`src/rtl/pico_int_controller.sv`:
```
// -----------------------------------------------------------------------------
// pico_int_controller
//   Multi-source interrupt controller for the pico processor. It latches
//   rising edges from N_SRC peripheral lines into PENDING and gates them with
//   MASK. It raises pico_int_req and resolves fixed priority (index 0 highest)
//   in the acknowledge cycle. The chosen source is held in service until the
//   ISR writes EOI.
//
//   Port-mapped registers (offset from BASE_ADDR):
//     +0 PENDING  R, write-1-to-clear
//     +1 MASK     R/W, 1 = enabled
//     +2 VECTOR   R, bit7 = valid, bits[2:0] = in-service id
//     +3 EOI      W, any write ends service (reads return 0)
//
//   Optional build macro: PICO_INT_LEVEL_EN
//     When defined, PENDING follows the registered irq_src level.
//     In that build W1C writes and the ack-time clear have no lasting effect.
// -----------------------------------------------------------------------------
module pico_int_controller #(
   parameter int                 N_SRC     = 8,
   parameter int                 D_WIDTH   = 8,
   parameter logic [D_WIDTH-1:0] BASE_ADDR = 8'hF0
) (
   input  logic               pico_clk,
   input  logic               pico_reset,
   input  logic [N_SRC-1:0]   irq_src,
   input  logic [D_WIDTH-1:0] pico_port_address,
   input  logic               pico_port_read,
   input  logic               pico_port_write,
   input  logic [D_WIDTH-1:0] port_wdata,
   output logic [D_WIDTH-1:0] port_rdata,
   output logic               port_rdata_oe,
   output logic               port_ready,
   output logic               pico_int_req,
   input  logic               pico_int_ack,
   output logic               in_service
);

   typedef enum logic [1:0] {
      ST_IDLE    = 2'd0,
      ST_REQ     = 2'd1,
      ST_SERVICE = 2'd2
   } state_t;

   state_t               state_q, state_d;
   logic [N_SRC-1:0]     irq_prev_q, irq_prev_d;
   logic [N_SRC-1:0]     pending_q, pending_d;
   logic [N_SRC-1:0]     mask_q, mask_d;
   logic                 vec_valid_q, vec_valid_d;
   logic [2:0]           vec_id_q, vec_id_d;
   logic                 int_req_q, int_req_d;
   logic                 in_service_q, in_service_d;
   logic                 port_ready_q, port_ready_d;
   logic                 rdata_oe_q, rdata_oe_d;
   logic [D_WIDTH-1:0]   rdata_q, rdata_d;

   logic                 addr_hit_s;
   logic [1:0]           addr_off_s;
   logic                 wr_s;
   logic                 rd_s;
   logic                 wr_pending_s;
   logic                 wr_mask_s;
   logic                 wr_eoi_s;
   logic [N_SRC-1:0]     active_s;
   logic [2:0]           sel_id_s;
   logic                 ack_clear_s;
   logic [D_WIDTH-1:0]   rd_value_s;

   // Address decode: the block owns the 4-aligned window starting at BASE_ADDR.
   // A simultaneous read and write counts as a write only.
   always_comb begin
      addr_hit_s   = (pico_port_address[D_WIDTH-1:2] == BASE_ADDR[D_WIDTH-1:2]);
      addr_off_s   = pico_port_address[1:0];
      wr_s         = pico_port_write & addr_hit_s;
      rd_s         = pico_port_read & ~pico_port_write & addr_hit_s;
      wr_pending_s = wr_s & (addr_off_s == 2'd0);
      wr_mask_s    = wr_s & (addr_off_s == 2'd1);
      wr_eoi_s     = wr_s & (addr_off_s == 2'd3);
   end

   // Read-data mux; unused upper bits and the EOI slot read as zero.
   always_comb begin
      rd_value_s = {D_WIDTH{1'b0}};
      case (addr_off_s)
         2'd0: rd_value_s[N_SRC-1:0] = pending_q;
         2'd1: rd_value_s[N_SRC-1:0] = mask_q;
         2'd2: begin
            rd_value_s[7]   = vec_valid_q;
            rd_value_s[2:0] = vec_id_q;
         end
         2'd3: rd_value_s = {D_WIDTH{1'b0}};
         default: rd_value_s = {D_WIDTH{1'b0}};
      endcase
   end

   // Fixed priority: scan from the top so the lowest set index is the last one written.
   always_comb begin
      active_s = pending_q & mask_q;
      sel_id_s = 3'd0;
      for (int i = N_SRC - 1; i >= 0; i--) begin
         if (active_s[i]) begin
            sel_id_s = 3'(i);
         end else begin
            sel_id_s = sel_id_s;
         end
      end
   end

   // Controller FSM: request while anything enabled is pending, then lock one source until EOI.
   always_comb begin
      state_d     = state_q;
      vec_valid_d = vec_valid_q;
      vec_id_d    = vec_id_q;
      ack_clear_s = 1'b0;
      case (state_q)
         ST_IDLE: begin
            if (|active_s) begin
               state_d = ST_REQ;
            end else begin
               state_d = ST_IDLE;
            end
         end
         ST_REQ: begin
            if (~|active_s) begin
               // Cause withdrawn (W1C or mask) before the processor answered.
               state_d = ST_IDLE;
            end else if (pico_int_ack) begin
               state_d     = ST_SERVICE;
               vec_valid_d = 1'b1;
               vec_id_d    = sel_id_s;
               ack_clear_s = 1'b1;
            end else begin
               state_d = ST_REQ;
            end
         end
         ST_SERVICE: begin
            if (wr_eoi_s) begin
               state_d     = ST_IDLE;
               vec_valid_d = 1'b0;
            end else begin
               state_d = ST_SERVICE;
            end
         end
         default: begin
            state_d     = ST_IDLE;
            vec_valid_d = 1'b0;
            vec_id_d    = 3'd0;
         end
      endcase
      int_req_d    = (state_d == ST_REQ);
      in_service_d = (state_d == ST_SERVICE);
   end

   // Pending/mask/edge-history update; a fresh edge beats a same-cycle clear.
   always_comb begin
      irq_prev_d = irq_src;
      if (wr_mask_s) begin
         mask_d = port_wdata[N_SRC-1:0];
      end else begin
         mask_d = mask_q;
      end
`ifdef PICO_INT_LEVEL_EN
      pending_d = irq_src;
`else
      pending_d = pending_q;
      if (wr_pending_s) begin
         pending_d = pending_d & ~port_wdata[N_SRC-1:0];
      end else begin
         pending_d = pending_d;
      end
      for (int i = 0; i < N_SRC; i++) begin
         if (ack_clear_s && (sel_id_s == 3'(i))) begin
            pending_d[i] = 1'b0;
         end else begin
            pending_d[i] = pending_d[i];
         end
      end
      pending_d = pending_d | (irq_src & ~irq_prev_q);
`endif
   end

   // Bus response: one-cycle ready after a mapped strobe, data driven only for reads.
   always_comb begin
      port_ready_d = addr_hit_s & (pico_port_read | pico_port_write);
      rdata_oe_d   = rd_s;
      if (rd_s) begin
         rdata_d = rd_value_s;
      end else begin
         rdata_d = {D_WIDTH{1'b0}};
      end
   end

   // State registers with asynchronous active-low reset.
   always_ff @(posedge pico_clk or negedge pico_reset) begin
      if (!pico_reset) begin
         state_q      <= ST_IDLE;
         irq_prev_q   <= {N_SRC{1'b0}};
         pending_q    <= {N_SRC{1'b0}};
         mask_q       <= {N_SRC{1'b0}};
         vec_valid_q  <= 1'b0;
         vec_id_q     <= 3'd0;
         int_req_q    <= 1'b0;
         in_service_q <= 1'b0;
         port_ready_q <= 1'b0;
         rdata_oe_q   <= 1'b0;
         rdata_q      <= {D_WIDTH{1'b0}};
      end else begin
         state_q      <= state_d;
         irq_prev_q   <= irq_prev_d;
         pending_q    <= pending_d;
         mask_q       <= mask_d;
         vec_valid_q  <= vec_valid_d;
         vec_id_q     <= vec_id_d;
         int_req_q    <= int_req_d;
         in_service_q <= in_service_d;
         port_ready_q <= port_ready_d;
         rdata_oe_q   <= rdata_oe_d;
         rdata_q      <= rdata_d;
      end
   end

   assign port_rdata    = rdata_q;
   assign port_rdata_oe = rdata_oe_q;
   assign port_ready    = port_ready_q;
   assign pico_int_req  = int_req_q;
   assign in_service    = in_service_q;

endmodule
```
`config.mk`:
```
export PLATFORM = sky130hd
export DESIGN_NAME = pico_int_controller
export DESIGN_NICKNAME = d
export VERILOG_FILES = /design/src/rtl/pico_int_controller.sv
export SDC_FILE = /design/constraint.sdc
export NUM_CORES = 1
export LEC_CHECK = 0
export ABC_AREA = 1
export CORE_MARGIN = 5
export CORE_UTILIZATION = 38
export CTS_BUF_LIST = sky130_fd_sc_hd__clkbuf_4 sky130_fd_sc_hd__clkbuf_8 sky130_fd_sc_hd__clkbuf_16
export DETAILED_ROUTE_END_ITERATION = 12
export PLACE_DENSITY = 0.64
export SYNTH_ARGS = -nofsm -noshare
export SYNTH_HDL_FRONTEND = slang
export SYNTH_SLANG_ARGS = --single-unit
```
`constraint.sdc`:
```
create_clock -name pico_clk -period 1.9 [get_ports pico_clk]
set_clock_uncertainty 0.05 [all_clocks]
set_input_delay 0.38 -clock pico_clk [delete_from_list [all_inputs] [get_ports pico_clk]]
set_output_delay 0.38 -clock pico_clk [all_outputs]
set_load 0.05 [all_outputs]
```
==> flow_summary.json, run 1 <==
{
  "status": "finished clean",
  "synthMostInstantiatedCell": "nand2_1",
  "std_cell_rows": 25,
  "synth.cell_area_um2": 1880,
  "grt_overflow_total": 0,
  "synthFlopType": "dfrtp_1",
  "grt_pass1_wl_um": 6570,
  "viasPerCell": 4.50,
  "first_global_vias": 1432,
  "cts_resized": 0,
  "drtPass1Iterations": 4,
  "hp-class": "reg2reg",
  "clk_latency_ns": 0.29,
  "die_y_um": 80.4,
  "maxSlewViolCount": 0,
  "syn-num-nets": 237,
  "cap_violations": 0,
  "p_per_area_nw_per_um2": 836,
  "area_growth_syn_to_layout_pct": 32.3,
  "critPathArrivalTime_ns": 1.40,
  "start_kind": "flop",
  "place_congestion": 0.802,
  "setup_viol": 0,
  "finalCritPeriodShare_pct": 96.1,
  "synth_top_area_share_pct": 55.9,
  "period_needed_ns": 1.83,
  "cts_buffers": 5,
  "synth_edf_count": 0,
  "dp_hpwl_um": 3070,
  "critPathSlowestCell": "clkdlybuf4s50_1",
  "start_util_pct": 39.6,
  "grt_max_degree": 25,
  "antenna_found_initial": 0,
  "path_class": "reg2out",
  "critical-path-top-delay-family": "buffers and inverters",
  "cts_tree": "built",
  "antennaDiodeCount": 0,
  "hp-start": "irq_prev_q[2]$_DFF_PN0_",
  "r2r-start": "pending_q[7]$_DFF_PN0_",
  "nets": 290,
  "syn_inst": 208,
  "crit_start": "port_ready$_DFF_PN0_",
  "yosys.area.top_type": "dfrtp_1",
  "nFillCells": 434,
  "core_um2": 4750,
  "hold_viol": 0,
  "cts.sinks": 42,
  "rsz0062_at_grt": "no",
  "worst_slack_ns": 0.0746,
  "crit_chain": "clkdlybuf4s50_1",
  "ys_warn_count": 0,
  "clk_pin_slew_ns": 0.07,
  "fp.dieW_um": 80.4,
  "p_total_w": 0.00208,
  "max_slew_margin_pct": 67.2,
  "avgSynthCellArea_um2": 9.05,
  "preCtsSetupSlack_ns": 0.0447,
  "synthTopCellsByArea": "dfrtp_1 (56%), nand2_1 (13%), nand3_1 (5.9%)",
  "cts_buffer_depth": 2,
  "power_leakage_nw": 1.26,
  "async_flop_share_pct": 100,
  "max_freq_mhz": 548,
  "path_buf_inv": 1,
  "port-buffer-count": 40,
  "cts_root_buf": "clkbuf_8",
  "ys_types": 26,
  "synth.cells.most_frequent": "nand2_1 (63), dfrtp_1 (42), nand3_1 (22)",
  "wl_per_cell_um": 11.8,
  "critical_path.max_stage_delay_ns": 0.79,
  "ys_ff_latch": 42,
  "io_pins": 41,
  "cp_max_fo": 1,
  "ir_drop_mv": 0.330,
  "cp_data_required_time_ns": 1.47,
  "dieArea_um2": 6460,
  "fin_setup_tns_ns": 0,
  "ys_seq_area_share_pct": 55.9,
  "fin_hold_ws_ns": 0.376,
  "ant_nets": 0,
  "vias": 1480,
  "cp-end-kind": "primary output",
  "drcViolationCount": 0,
  "layout-drive-gt1-share_pct": 20.6,
  "htreeDepth": 2,
  "tightest_slew_ns": 0.491,
  "postRouteWirelength_um": 3870,
  "drtIter0Drc": 75,
  "grt_use_total_pct": 13.4
}
power by group:
group	switching [W]	internal [W]	leakage (nW)	total [W]
combinational	0.000271	0.000177	0.684	0.000448
sequential	0.0000570	0.000982	0.520	0.00104
clock	0.000288	0.000307	0.0517	0.000595
total	0.000616	0.00147	1.26	0.00208
path summary, 6_finish.rpt:
| check | end | slack [ns] | cells after the start |
|---|---|---|---|
| max | port_ready | 0.07 | 1 |
| min | pending_q[2]$_DFF_PN0_ | 0.38 | 1 |
| max reg2reg | pending_q[0]$_DFF_PN0_ | 0.49 | 12 |
| min reg2reg | pending_q[2]$_DFF_PN0_ | 0.38 | 1 |
| max in group asynchronous | pending_q[0]$_DFF_PN0_ | 0.82 | 3 |
| min in group asynchronous | pending_q[7]$_DFF_PN0_ | 0.51 | 2 |
logic make-up (layout without fill, tap and decap cells):
kind of cell           after synthesis  in the layout  share of synthesized area [%]
buffers and inverters               28             82                           6.12
muxes                                3              3                           2.39
and+or+nand+nor                    109            109                           27.2
AOI/OAI and AO/OA                   26             26                           8.44
DFF                                 42             42                           55.9
cell type report:
type | count | area, um^2 | area share (%)
Clock buffer | 7 | 90.1 | 3.62
Clock inverter | 1 | 5.00 | 0.201
Inverter | 25 | 93.8 | 3.77
Multi-Input combinational cell | 138 | 716 | 28.7
Sequential cell | 42 | 1050 | 42.2
Tap cell | 67 | 83.8 | 3.37
Timing Repair Buffer | 49 | 450 | 18.1
per-stage QoR:
stage	cell area [um^2]	util, %	instances
after detailed placement	2380	50.2	320
after global placement	2380	50.2	320
after global routing	2490	52.4	329
after floorplan	1880	-	208
final	2490	52.4	329
after CTS	2490	52.4	329
registers in the layout (all words and copies together), names as in the netlist:
register,flops
mask_q,8
vec_valid_q,1
pico_int_req,1
in_service,1
state_q,2
vec_id_q,3
port_rdata_oe,1
port_rdata,8
irq_prev_q,8
port_ready,1
pending_q,8
what timing repair did:
item,4_1_cts,5_1_grt
setup buffers,0,0
hold endpoints to repair,18,0
hold buffers,1,0
endpoints found under the setup margin,0,0
placed cells by master, fill, tap and decap left out, drive strengths merged, types with 5 or more instances in the layout:
cell type / instances
inv: 25
clkdlybuf4s50: 28
nor2: 12
clkbuf: 7
dfrtp: 42
buf: 20
a21oi: 5
nand3: 22
o21ai: 11
nand2: 71
per-layer routing:
metal	track usage [%]	part of all wire (%)
met1	17.8	48
met2	19.7	45
met3	3.81	5.0
met4	6.93	2.3
met5	0	0
Note: power is estimated with default switching activity, not from simulation.
==> run 2: changes to the inputs <==
ABC_AREA = unset   (was 1)
CORE_UTILIZATION = 53   (was 38)
PLACE_DENSITY = 0.84   (was 0.64)
==> flow_summary.json, run 2 <==
{
  "synthTopCellsByArea": "dfrtp_1 (57%), nand2_1 (5.7%), mux2_2 (4.9%)",
  "grt_max_degree": 43,
  "rsz0062_at_grt": "no",
  "tightest_slew_ns": 0.511,
  "synth.cells.most_frequent": "dfrtp_1 (42), nand2_1 (28), nor2_1 (14)",
  "cts_buffer_depth": 2,
  "drtIter0Drc": 110,
  "antenna_found_initial": 0,
  "dieArea_um2": 4750,
  "cts_resized": 5,
  "ir_drop_mv": 0.469,
  "crit_start": "pending_q[1]$_DFF_PN0_",
  "area_growth_syn_to_layout_pct": 31.5,
  "grt_overflow_total": 0,
  "cp_max_fo": 4,
  "max_slew_margin_pct": 66.0,
  "core_um2": 3340,
  "drcViolationCount": 0,
  "syn_inst": 171,
  "p_total_w": 0.00198,
  "power_leakage_nw": 1.14,
  "hold_viol": 0,
  "place_congestion": 0.917,
  "maxSlewViolCount": 0,
  "cp-end-kind": "flop",
  "synth_compound_area_share_pct": 12.4,
  "clk_pin_slew_ns": 0.13,
  "nets": 256,
  "cts_hold_buffers": 0,
  "synth_top_area_share_pct": 57.2,
  "ys_seq_area_share_pct": 57.2,
  "hp-class": "in2async",
  "syn-num-nets": 200,
  "cts.sinks": 42,
  "cts_buffers": 5,
  "reg2reg_depth": 5,
  "synth_fa_ha_area_share_pct": 0,
  "path_class": "reg2reg",
  "dp_hpwl_um": 3190,
  "cts_root_buf": "clkbuf_4",
  "setup_viol": 0,
  "cap_violations": 0,
  "avgSynthCellArea_um2": 10.7,
  "critPathArrivalTime_ns": 2.00,
  "cts_tree": "built",
  "finalCritPeriodShare_pct": 94.7,
  "ant_nets": 0,
  "r2r_slack_ns": 0.10,
  "synthFlopType": "dfrtp_1",
  "layout-drive-gt1-share_pct": 18.9,
  "synth.cell_area_um2": 1840,
  "viasPerCell": 5.45,
  "fp.dieW_um": 68.9,
  "ys_types": 38,
  "synthMostInstantiatedCell": "dfrtp_1",
  "p_per_area_nw_per_um2": 820,
  "clk_latency_ns": 0.36,
  "fin_hold_ws_ns": 0.0136,
  "cp_data_required_time_ns": 2.10,
  "start_util_pct": 55.1,
  "final_cell_mix": "dfrtp_1 (42), nand2_1 (28), clkdlybuf4s50_1 (27), buf_4 (18), nor2_1 (14)",
  "synth_xor_area_share_pct": 0,
  "ys_warn_count": 0,
  "std_cell_rows": 21,
  "start_kind": "flop",
  "fin_util_pct": 72.4,
  "die_y_um": 68.9,
  "preCtsSetupSlack_ns": -0.129,
  "async_flop_share_pct": 100,
  "worst_slack_ns": 0.101,
  "crit-reg2reg-capture": "pending_q[4]$_DFF_PN0_",
  "max_freq_mhz": 556,
  "wl_per_cell_um": 15.7,
  "ys_ff_latch": 42,
  "synthMuxAreaShare_pct": 9.26,
  "port-buffer-count": 40,
  "antennaDiodeCount": 0,
  "synth_edf_count": 0,
  "vias": 1492,
  "cts_setup_buffers": 0,
  "grt_use_total_pct": 20.4,
  "cp-endpoint": "pending_q[4]$_DFF_PN0_",
  "htreeDepth": 2,
  "io_pins": 41,
  "yosys.area.top_type": "dfrtp_1",
  "synth_top_family_by_area": "simple AND/OR/NAND/NOR gates",
  "final_common_cell": "dfrtp_1",
  "grt_pass1_wl_um": 6920,
  "drtPass1Iterations": 4,
  "status": "finished clean",
  "first_global_vias": 1569,
  "fin_setup_tns_ns": 0,
  "yosys.area_share.simple_pct": 18.4,
  "postRouteWirelength_um": 4290,
  "period_needed_ns": 1.80,
  "r2r-start": "pending_q[1]$_DFF_PN0_"
}
## run 2: changes by cell type after synthesis, sizes merged, moves of 5 or more
cell,before,now
nand3,22,6
inv,25,10
o21ai,11,6
nand2,71,29
mux2i,0,8
mux2,3,8
## run 2: metrics by stage
stage | instances | area, um^2
after floorplan | 171 | 1840
after global placement | 266 | 2360
after detailed placement | 266 | 2360
after CTS | 274 | 2420
after global routing | 274 | 2420
final | 274 | 2420
## run 2: worst min-delay path by stage
stage	slack [ns]	end	depth (start not counted)	start
detailed placement	0.38	pending_q[2]$_DFF_PN0_	1	irq_prev_q[2]$_DFF_PN0_
global route	0.06	irq_prev_q[2]$_DFF_PN0_	2	pico_reset
finish	0.01	irq_prev_q[2]$_DFF_PN0_	2	pico_reset
CTS	0.03	vec_id_q[2]$_DFFE_PN0P_	2	pico_reset
global placement	0.36	pending_q[3]$_DFF_PN0_	1	irq_prev_q[3]$_DFF_PN0_
floorplan	0.03	in_service$_DFF_PN0_	0	pico_reset
## run 2: report_power, final
group	total [W]	internal [W]	switching, W	leakage (nW)
Combinational	0.000456	0.000203	0.000253	0.590
Clock	0.000457	0.000160	0.000297	0.0356
Sequential	0.00107	0.000989	0.0000784	0.515
Total	0.00198	0.00135	0.000628	1.14
## run 2: logic make-up after synthesis
family                 after synthesis
multiplexers                        16
AND/OR/NAND/NOR                     69
buffers and inverters               13
AO/OA/AOI/OAI                       31
flip-flops                          42
## run 2: final cells by class
class                      count  area, um^2
sequential                    42        1050
fill                         255         921
multi-input combinational    116         737
timing repair buffer          52         474
tap                           46        57.6
clock buffer                   6        45.0
inverter                      10        37.5
clock inverter                 2        13.8
## run 2: critical path, cell delays in order (launching register included)
cell	delay [ns]
dfrtp_1	0.43
a22oi_2	0.24
nand2_2	0.10
or3_1	0.40
a211o_1	0.24
a32o_1	0.24
## run 2: layer usage
layer  share of wire [%]  vias up  wire [um]  GRT usage, %
li1                    -      714          -             -
met1                  39      717       1690          24.0
met2                  53       55       2270          36.0
met3                 6.5        6        281          5.19
met4                 1.3        0         54          7.30
met5                   0        -          0             0
==> run 3: changes to the inputs <==
SKIP_LAST_GASP = 1   (was unset)
==> results of run 3 <==
No change in the layout: final DEF, timing and power equal those of run 2.
